<file path="src/rtl/mc_ctrl_if.sv">
// Control bus between the multi-cycle sequencer and the MIPS datapath/memory.
// master: sequencer side (IR fields, ALU zero and mem_ready in; enables/selects out).
// slave:  datapath/memory side (the mirror image).
interface mc_ctrl_if;
    // Instruction fields and status from the datapath / memory
    logic [5:0] op;
    logic [5:0] func;
    logic       zero;
    logic       mem_ready;
    // Memory port controls
    logic       mem_req;
    logic       mem_we;
    logic       mem_addr_sel;
    // Datapath enables and mux selects
    logic       ir_write;
    logic       pc_write;
    logic [1:0] pc_src;
    logic       reg_write;
    logic [1:0] reg_dst;
    logic [1:0] reg_data;
    logic       alu_src;
    logic [2:0] alu_op;
    logic       ext_op;
    // Status
    logic       instr_done;
    logic       bus_err;
    logic [2:0] state;

    modport master (
        input  op, func, zero, mem_ready,
        output mem_req, mem_we, mem_addr_sel, ir_write, pc_write, pc_src,
               reg_write, reg_dst, reg_data, alu_src, alu_op, ext_op,
               instr_done, bus_err, state
    );

    modport slave (
        output op, func, zero, mem_ready,
        input  mem_req, mem_we, mem_addr_sel, ir_write, pc_write, pc_src,
               reg_write, reg_dst, reg_data, alu_src, alu_op, ext_op,
               instr_done, bus_err, state
    );
endinterface

</file>
<file path="src/rtl/mc_ctrl.sv">
// Multi-cycle MIPS sequencer: FETCH/DECODE/EXEC/MEM/WB over one shared memory port.
// Latency: j/jal/jr/nop 2, beq 3, sw/R/ori/lui 4, lw 5 cycles, +1 per mem_ready-low cycle.
// Backpressure: mem_req held stable until mem_ready; TIMEOUT wait cycles -> sticky bus_err, HALT.
// Ports: clk, reset (sync, active-low), bus (mc_ctrl_if.master: IR fields/zero/mem_ready in,
//        memory controls, datapath enables/selects, instr_done, bus_err, state out).
module mc_ctrl #(
    parameter int unsigned TIMEOUT = 255
) (
    input  logic         clk,
    input  logic         reset,
    mc_ctrl_if.master    bus
);
    typedef enum logic [2:0] {
        S_FETCH  = 3'd0,
        S_DECODE = 3'd1,
        S_EXEC   = 3'd2,
        S_MEM    = 3'd3,
        S_WB     = 3'd4,
        S_HALT   = 3'd5
    } state_t;

    localparam logic [7:0] TO_LIM = 8'(TIMEOUT);

    state_t     state_q, state_d;
    logic [7:0] cnt_q, cnt_d;
    logic       bus_err_q, bus_err_d;

    // Instruction decode from the IR fields
    logic is_r, is_addu, is_subu, is_jr, is_ori, is_lui, is_lw, is_sw, is_beq, is_j, is_jal;
    logic to_exec;
    logic       alu_src_dec, ext_op_dec;
    logic [2:0] alu_op_dec;

    assign is_r    = (bus.op == 6'h00);
    assign is_addu = is_r && (bus.func == 6'h21);
    assign is_subu = is_r && (bus.func == 6'h23);
    assign is_jr   = is_r && (bus.func == 6'h08);
    assign is_ori  = (bus.op == 6'h0d);
    assign is_lui  = (bus.op == 6'h0f);
    assign is_lw   = (bus.op == 6'h23);
    assign is_sw   = (bus.op == 6'h2b);
    assign is_beq  = (bus.op == 6'h04);
    assign is_j    = (bus.op == 6'h02);
    assign is_jal  = (bus.op == 6'h03);
    assign to_exec = is_addu | is_subu | is_ori | is_lui | is_lw | is_sw | is_beq;

    assign alu_src_dec = is_ori | is_lui | is_lw | is_sw;
    assign ext_op_dec  = is_lw | is_sw;
    assign alu_op_dec  = is_lui            ? 3'd3 :
                         is_ori            ? 3'd2 :
                         (is_subu | is_beq) ? 3'd1 : 3'd0;

    // Ungated control values; all are forced low while reset is held
    logic       mem_req_c, mem_we_c, mem_addr_sel_c, ir_write_c, pc_write_c;
    logic [1:0] pc_src_c;
    logic       reg_write_c;
    logic [1:0] reg_dst_c, reg_data_c;
    logic       alu_src_c;
    logic [2:0] alu_op_c;
    logic       ext_op_c, instr_done_c;

    always_comb begin
        state_d        = state_q;
        cnt_d          = cnt_q;
        bus_err_d      = bus_err_q;
        mem_req_c      = 1'b0;
        mem_we_c       = 1'b0;
        mem_addr_sel_c = 1'b0;
        ir_write_c     = 1'b0;
        pc_write_c     = 1'b0;
        pc_src_c       = 2'd0;
        reg_write_c    = 1'b0;
        reg_dst_c      = 2'd0;
        reg_data_c     = 2'd0;
        alu_src_c      = 1'b0;
        alu_op_c       = 3'd0;
        ext_op_c       = 1'b0;
        instr_done_c   = 1'b0;

        // ALU controls follow the decoded instruction through EXEC, MEM and WB
        if (state_q == S_EXEC || state_q == S_MEM || state_q == S_WB) begin
            alu_src_c = alu_src_dec;
            ext_op_c  = ext_op_dec;
            alu_op_c  = alu_op_dec;
        end

        case (state_q)
            S_FETCH: begin
                mem_req_c = 1'b1;
                if (bus.mem_ready) begin
                    ir_write_c = 1'b1;
                    pc_write_c = 1'b1;
                    state_d    = S_DECODE;
                end
            end
            S_DECODE: begin
                if (is_j || is_jal) begin
                    pc_write_c   = 1'b1;
                    pc_src_c     = 2'd2;
                    instr_done_c = 1'b1;
                    state_d      = S_FETCH;
                    if (is_jal) begin
                        reg_write_c = 1'b1;
                        reg_dst_c   = 2'd2;
                        reg_data_c  = 2'd2;
                    end
                end else if (is_jr) begin
                    pc_write_c   = 1'b1;
                    pc_src_c     = 2'd3;
                    instr_done_c = 1'b1;
                    state_d      = S_FETCH;
                end else if (to_exec) begin
                    state_d = S_EXEC;
                end else begin
                    // Unsupported encoding retires as a nop
                    instr_done_c = 1'b1;
                    state_d      = S_FETCH;
                end
            end
            S_EXEC: begin
                if (is_beq) begin
                    pc_write_c   = bus.zero;
                    pc_src_c     = 2'd1;
                    instr_done_c = 1'b1;
                    state_d      = S_FETCH;
                end else if (is_lw || is_sw) begin
                    state_d = S_MEM;
                end else begin
                    state_d = S_WB;
                end
            end
            S_MEM: begin
                mem_req_c      = 1'b1;
                mem_addr_sel_c = 1'b1;
                mem_we_c       = is_sw;
                if (bus.mem_ready) begin
                    if (is_sw) begin
                        instr_done_c = 1'b1;
                        state_d      = S_FETCH;
                    end else begin
                        state_d = S_WB;
                    end
                end
            end
            S_WB: begin
                reg_write_c  = 1'b1;
                reg_dst_c    = (is_lw | is_ori | is_lui) ? 2'd1 : 2'd0;
                reg_data_c   = is_lw ? 2'd1 : 2'd0;
                instr_done_c = 1'b1;
                state_d      = S_FETCH;
            end
            S_HALT: begin
                state_d = S_HALT;
            end
            default: begin
                state_d = S_FETCH;
            end
        endcase

        // Watchdog: count unanswered request cycles. The cycle that would bring
        // the count to TIMEOUT without mem_ready trips the error; a mem_ready on
        // that same cycle wins and the transfer completes normally.
        if (mem_req_c && !bus.mem_ready) begin
            if (cnt_q >= (TO_LIM - 8'd1)) begin
                cnt_d     = TO_LIM;
                bus_err_d = 1'b1;
                state_d   = S_HALT;
            end else begin
                cnt_d = cnt_q + 8'd1;
            end
        end else begin
            cnt_d = 8'd0;
        end
    end

    always_ff @(posedge clk) begin
        if (!reset) begin
            state_q   <= S_FETCH;
            cnt_q     <= 8'd0;
            bus_err_q <= 1'b0;
        end else begin
            state_q   <= state_d;
            cnt_q     <= cnt_d;
            bus_err_q <= bus_err_d;
        end
    end

    assign bus.mem_req      = reset & mem_req_c;
    assign bus.mem_we       = reset & mem_we_c;
    assign bus.mem_addr_sel = reset & mem_addr_sel_c;
    assign bus.ir_write     = reset & ir_write_c;
    assign bus.pc_write     = reset & pc_write_c;
    assign bus.pc_src       = reset ? pc_src_c   : 2'd0;
    assign bus.reg_write    = reset & reg_write_c;
    assign bus.reg_dst      = reset ? reg_dst_c  : 2'd0;
    assign bus.reg_data     = reset ? reg_data_c : 2'd0;
    assign bus.alu_src      = reset & alu_src_c;
    assign bus.alu_op       = reset ? alu_op_c   : 3'd0;
    assign bus.ext_op       = reset & ext_op_c;
    assign bus.instr_done   = reset & instr_done_c;
    assign bus.bus_err      = reset & bus_err_q;
    assign bus.state        = state_q;
endmodule

</file>
<file path="src/flat_wrapper.sv">
// flat-port wrapper written by rule: the top's interface ports become plain ports
module mc_ctrl_flat 
#(
    parameter int unsigned TIMEOUT = 255
)
  (clk, reset, bus_op, bus_func, bus_zero, bus_mem_ready, bus_mem_req, bus_mem_we, bus_mem_addr_sel, bus_ir_write, bus_pc_write, bus_pc_src, bus_reg_write, bus_reg_dst, bus_reg_data, bus_alu_src, bus_alu_op, bus_ext_op, bus_instr_done, bus_bus_err, bus_state);
  mc_ctrl_if bus_i ();
  input  logic clk;
  input  logic reset;
  input wire logic [$bits(bus_i.op)-1:0] bus_op;
  input wire logic [$bits(bus_i.func)-1:0] bus_func;
  input wire logic [$bits(bus_i.zero)-1:0] bus_zero;
  input wire logic [$bits(bus_i.mem_ready)-1:0] bus_mem_ready;
  output wire logic [$bits(bus_i.mem_req)-1:0] bus_mem_req;
  output wire logic [$bits(bus_i.mem_we)-1:0] bus_mem_we;
  output wire logic [$bits(bus_i.mem_addr_sel)-1:0] bus_mem_addr_sel;
  output wire logic [$bits(bus_i.ir_write)-1:0] bus_ir_write;
  output wire logic [$bits(bus_i.pc_write)-1:0] bus_pc_write;
  output wire logic [$bits(bus_i.pc_src)-1:0] bus_pc_src;
  output wire logic [$bits(bus_i.reg_write)-1:0] bus_reg_write;
  output wire logic [$bits(bus_i.reg_dst)-1:0] bus_reg_dst;
  output wire logic [$bits(bus_i.reg_data)-1:0] bus_reg_data;
  output wire logic [$bits(bus_i.alu_src)-1:0] bus_alu_src;
  output wire logic [$bits(bus_i.alu_op)-1:0] bus_alu_op;
  output wire logic [$bits(bus_i.ext_op)-1:0] bus_ext_op;
  output wire logic [$bits(bus_i.instr_done)-1:0] bus_instr_done;
  output wire logic [$bits(bus_i.bus_err)-1:0] bus_bus_err;
  output wire logic [$bits(bus_i.state)-1:0] bus_state;
  assign bus_i.op = bus_op;
  assign bus_i.func = bus_func;
  assign bus_i.zero = bus_zero;
  assign bus_i.mem_ready = bus_mem_ready;
  assign bus_mem_req = bus_i.mem_req;
  assign bus_mem_we = bus_i.mem_we;
  assign bus_mem_addr_sel = bus_i.mem_addr_sel;
  assign bus_ir_write = bus_i.ir_write;
  assign bus_pc_write = bus_i.pc_write;
  assign bus_pc_src = bus_i.pc_src;
  assign bus_reg_write = bus_i.reg_write;
  assign bus_reg_dst = bus_i.reg_dst;
  assign bus_reg_data = bus_i.reg_data;
  assign bus_alu_src = bus_i.alu_src;
  assign bus_alu_op = bus_i.alu_op;
  assign bus_ext_op = bus_i.ext_op;
  assign bus_instr_done = bus_i.instr_done;
  assign bus_bus_err = bus_i.bus_err;
  assign bus_state = bus_i.state;
  mc_ctrl #(.TIMEOUT(TIMEOUT)) u_core (.clk(clk), .reset(reset), .bus(bus_i));
endmodule
</file>
<file path="config.mk">
export PLATFORM = sky130hd
export DESIGN_NAME = mc_ctrl_flat
export DESIGN_NICKNAME = d
export VERILOG_FILES = /design/src/rtl/mc_ctrl_if.sv /design/src/rtl/mc_ctrl.sv /design/src/flat_wrapper.sv
export SDC_FILE = /design/constraint.sdc
export NUM_CORES = 1
export LEC_CHECK = 0
export ABC_AREA = 1
export ABC_CLOCK_PERIOD_IN_PS = 1900
export CAP_MARGIN = 20
export CORE_MARGIN = 5
export CORE_UTILIZATION = 47
export DETAILED_ROUTE_END_ITERATION = 7
export PLACE_DENSITY = 0.89
export SLEW_MARGIN = 20
export SYNTH_ARGS = -nofsm -noshare
export SYNTH_HDL_FRONTEND = slang
export SYNTH_SLANG_ARGS = --single-unit
</file>
<file path="constraint.sdc">
create_clock -name clk -period 1.9 [get_ports clk]
set_input_delay 0.38 -clock clk [delete_from_list [all_inputs] [get_ports clk]]
set_output_delay 0.38 -clock clk [all_outputs]
set_load 0.05 [all_outputs]
</file>
==> qor.yml, run 1 <==
floorplan:
  die_y_um: 56.1
  start_util_pct: 49.9
  die_w_um: 56.1
  row_count: 16
  io-pin-count: 38
synthesis:
  yosys_warnings: 0
  yosysTopAreaCell: "dfxtp_1"
  syn_area_um2: 1000
  ys_async_sr_fraction_pct: 0
  ys_ff_latch: 12
  yosys.cell_count.top_type: "nand2_1"
  synth_cell_types: 27
  synth_nets: 189
  synthCells: 171
  synth_edf_count: 0
  ys.flop_type: "dfxtp_1"
  yosysSeqAreaShare_pct: 24.0
  synth_top_area_share_pct: 24.0
  synthTopCellsByCount: "35 x nand2_1, 30 x nor2_1, 26 x inv_1"
  synthTopCellsByArea: "dfxtp_1 24%, nand2_1 13%, nor2_1 11%, inv_1 9.8%, nand3_1 8.5%"
  avgSynthCellArea_um2: 5.85
clocking:
  clockBufferDepth: 2
  root_buffer: "clkbuf_4"
  cts_sinks: 12
  cts-buffers-inserted: 3
  hold_buffers: 0
  ctsHtreeMaxLevel: 1
global_routing:
  grt_max_degree: 12
  antenna_found_initial: 0
placement:
  io_buffer_count: 36
  gp_congestion: 0.974
  dpl.cell_count: 245
  dp_hpwl_um: 2870
sta:
  worstEndpointGrtRepair: "bus_pc_write"
  worst_path_end_type: "primary output"
outcome:
  error_line: "[ERROR DPL-0033] detailed placement checks failed during check placement."
  haltStage: "global routing (5_1_grt)"
  outcome: "aborted with a tool error"
what timing repair did:
| item | in CTS |
|---|---|
| endpoints found under the setup margin | 17 |
| pin swaps | 17 |
| resized for setup | 50 |
| setup buffers | 5 |
kinds of logic after synthesis:
family	count (synthesis)	share of synthesized area (%)
and+or+nand+nor	100	46.9
buffers and inverters	32	12.9
AOI/OAI and AO/OA	23	12.4
DFF	12	24.0
adders and majority gates	2	2.50
xor gates and xnor gates	1	0.876
other	1	0.375
metrics by stage:
step,setup WS (ps),setup TNS [ps],cell area [um2]
after floorplan,35.8,0,1070
after global placement,-265,-2520,1720
after detailed placement,-347,-2910,1720
after CTS,-17.2,-35.5,1840
==> run 2: changes to the inputs <==
CORE_AREA = 5 5 66 68   (was not set)
CORE_MARGIN = not set   (was 5)
CORE_UTILIZATION = not set   (was 47)
DIE_AREA = 0 0 71 73   (was not set)
PLACE_DENSITY = not set   (was 0.89)
PLACE_DENSITY_LB_ADDON = 0.15   (was not set)
==> qor.yml, run 2 <==
outcome:
  outcome: "complete, no violations"  # was aborted with a tool error
synthesis:
  synth_nets: 189  # unchanged
  yosysTopAreaCell: "dfxtp_1"  # unchanged
  yosys_warnings: 0  # unchanged
  ys.flop_type: "dfxtp_1"  # unchanged
  synth_edf_count: 0  # unchanged
  synthCells: 171  # unchanged
  ys_async_sr_fraction_pct: 0  # unchanged
  synth_cell_types: 27  # unchanged
  avgSynthCellArea_um2: 5.85  # unchanged
  ys_ff_latch: 12  # unchanged
  syn_area_um2: 1000  # unchanged
  synthTopCellsByCount: "35 x nand2_1, 30 x nor2_1, 26 x inv_1"  # unchanged
  synthTopCellsByArea: "dfxtp_1 24%, nand2_1 13%, nor2_1 11%, inv_1 9.8%, nand3_1 8.5%"  # unchanged
  yosysSeqAreaShare_pct: 24.0  # unchanged
  yosys.cell_count.top_type: "nand2_1"  # unchanged
  synth_top_area_share_pct: 24.0  # unchanged
worst_setup_path:
  cpPeakStageDelay_ps: 370
  worst-path-stages: 8
  r2r-end: "u_core.bus.state[2]$_SDFF_PN0_"
  worst_r2r_startpoint: "u_core.cnt_q[0]$_SDFF_PN0_"
  path_cells: "inv_4 -> nand2_4 -> nor2_4 -> nand3b_1 -> nand2_1 -> nor2_2 -> a21oi_4 -> buf_12"
  worst-path-buf-inv: 2
  cp-endpoint: "bus_instr_done"
  setup.worst_path.start_class: "register"
  required_ps: 1520
  reg2reg_depth: 8
  cp_top_family: "simple AND/OR/NAND/NOR gates"
  timing.critical_path.from: "u_core.bus.state[2]$_SDFF_PN0_"
  critPathMaxFanout: 6
  cp.arrival_ps: 1490
  r2r_setup_slack_ps: 630
  crit_type: "register to output port"
  endpoint_kind: "output port"
  crit_slowest_cell: "dfxtp_4"
power:
  clockPowerShare_pct: 38.0
  peakVddDrop_uv: 387
  p_sw_share_pct: 29.2
  total_power_uw: 740
  switchingPower_uw: 216
  leakage_uw: 0.000883
  seq_power_share_pct: 35.1
  powerDensity_nw_per_um2: 366
  p_int_uw: 524
  comb_power_share_pct: 26.9
sta:
  fin_crit_ps: 1870
  final-hold-violation-count: 0
  finalSetupViolCount: 0
  slew_violations: 0
  whs_ps: 448
  finClkSkew_ps: 2.37
  rsz0062_at_grt: "true"
  fin_crit_sh_pct: 98.6
  fmax_mhz: 534
global_routing:
  grt_max_degree: 12
  grt_pass1_vias: 1257
  grt-ovfl-total: 0
  grtUsageTotal_pct: 12.9
  grt_pass1_wl_um: 5510
  antenna_found_initial: 0
floorplan:
  row_count: 23  # was 16
  start_util_pct: 26.3  # was 49.9%
  core_area_um2: 3800
  io-pin-count: 38  # unchanged
  die_area_um2: 5180
  die_y_um: 73  # was 56.1 um
  die_w_um: 71  # was 56.1 um
final_layout:
  areaGrowthSynthToFinish_pct: 102
  largest_reg_flops: 8
  regMostFlops: "u_core.cnt_q"
  final_nets: 257
  layout-drive-gt1-share_pct: 48.7
  diodes: 0
  layout_common_cells: "32 x buf_4, 30 x nand2_1, 21 x inv_1"
  fill_cells: 380
  fin_cells: 288
  final_core_util_pct: 53.2
  layout_commonest_cell: "buf_4"
clocking:
  cts_tree: "built"
  ctsHtreeMaxLevel: 1  # unchanged
  cts-buffers-inserted: 3  # unchanged
  cts_sinks: 12  # unchanged
  root_buffer: "clkbuf_8"  # was clkbuf_4
  hold_buffers: 0  # unchanged
  clockBufferDepth: 2  # unchanged
  clkTransAtPathRegs_ps: 50
  insertion_delay_ps: 250
placement:
  io_buffer_count: 36  # unchanged
  gp_congestion: 0.834  # was 0.974
  dp_hpwl_um: 2410  # was 2870 um
  dpl.cell_count: 277  # was 245
routing:
  ant_nets: 0
  viasPerCell: 4.40
  drt-initial-drc-count: 47
  vias: 1266
  drc_errors: 0
  postRouteWirelength_um: 3150
  first_pass_iters: 4
  wire_per_inst_um: 10.9
hold_path:
  min-delay-path-class: "register to register"
flow_run:
  cap_violations: 0
-- run 2: layer usage --
layer / routed length (um) / global-route usage (%)
met3: 147 / 1.52
met2: 1620 / 23.4
met4: 53 / 5.22
met1: 1330 / 15.5
met5: 0 / 0
-- run 2: power groups by stage --
| stage | Sequential (uW) | Clock [uW] | Combinational [uW] |
|---|---|---|---|
| 2_1_floorplan | 270 | 0 | 83.0 |
| 3_3_place_gp | 265 | 0 | 189 |
| 3_5_place_dp | 265 | 0 | 189 |
| 4_1_cts | 260 | 292 | 189 |
| 5_1_grt | 260 | 305 | 217 |
| 6_report | 260 | 281 | 199 |
-- run 2: worst reg2reg max path: cells and delay by family (launching register included) --
kind	cells	cell delay [ps]
AO/OA/AOI/OAI	1	80
adder cells (fa/ha/maj)	1	180
buffers and inverters	1	60
flip-flops	1	370
AND/OR/NAND/NOR	5	460
-- run 2: cell type report --
class                           count  area [um2]  area share (%)
Clock buffer                        4        55.1            2.73
Inverter                           29         111            5.51
Multi-Input combinational cell    127         813            40.3
Sequential cell                    12         251            12.5
Tap cell                           50        62.6            3.10
Timing Repair Buffer               66         726            35.9
-- run 2: timing repair --
| action | in CTS | in global routing |
|---|---|---|
| resized for setup | 40 | 34 |
| buffers inserted | 2 | 5 |
| setup endpoints to repair | 17 | 13 |
| pin swaps | 17 | 13 |
-- run 2: cells by family after synthesis --
family / synth area share [%]
AOI/OAI and AO/OA: 12.4
xor gates and xnor gates: 0.876
adders and majority gates: 2.50
buffers and inverters: 12.9
DFF: 24.0
other: 0.375
and+or+nand+nor: 46.9
-- run 2: how the worst min path moves through the flow --
| stage | startpoint | to | depth (start not counted) |
|---|---|---|---|
| detailed placement | u_core.bus_err_q$_SDFFE_PN0P_ | u_core.bus_err_q$_SDFFE_PN0P_ | 2 |
| CTS | u_core.bus_err_q$_SDFFE_PN0P_ | u_core.bus_err_q$_SDFFE_PN0P_ | 2 |
| finish | u_core.bus_err_q$_SDFFE_PN0P_ | u_core.bus_err_q$_SDFFE_PN0P_ | 2 |
| global route | u_core.bus_err_q$_SDFFE_PN0P_ | u_core.bus_err_q$_SDFFE_PN0P_ | 2 |
| floorplan | u_core.bus_err_q$_SDFFE_PN0P_ | u_core.bus_err_q$_SDFFE_PN0P_ | 2 |
| global placement | u_core.bus_err_q$_SDFFE_PN0P_ | u_core.bus_err_q$_SDFFE_PN0P_ | 2 |
-- run 2: per-stage QoR --
stage          TNS (ps)  instance area (um2)  setup slack [ps]
6_report              0                 2020              26.9
5_1_grt           -79.3                 2020             -55.3
4_1_cts           -20.0                 1910             -20.0
3_5_place_dp      -4090                 1820              -351
3_3_place_gp      -3910                 1820              -324
2_1_floorplan         0                 1070              35.8
(Power assumes the default switching activity.)
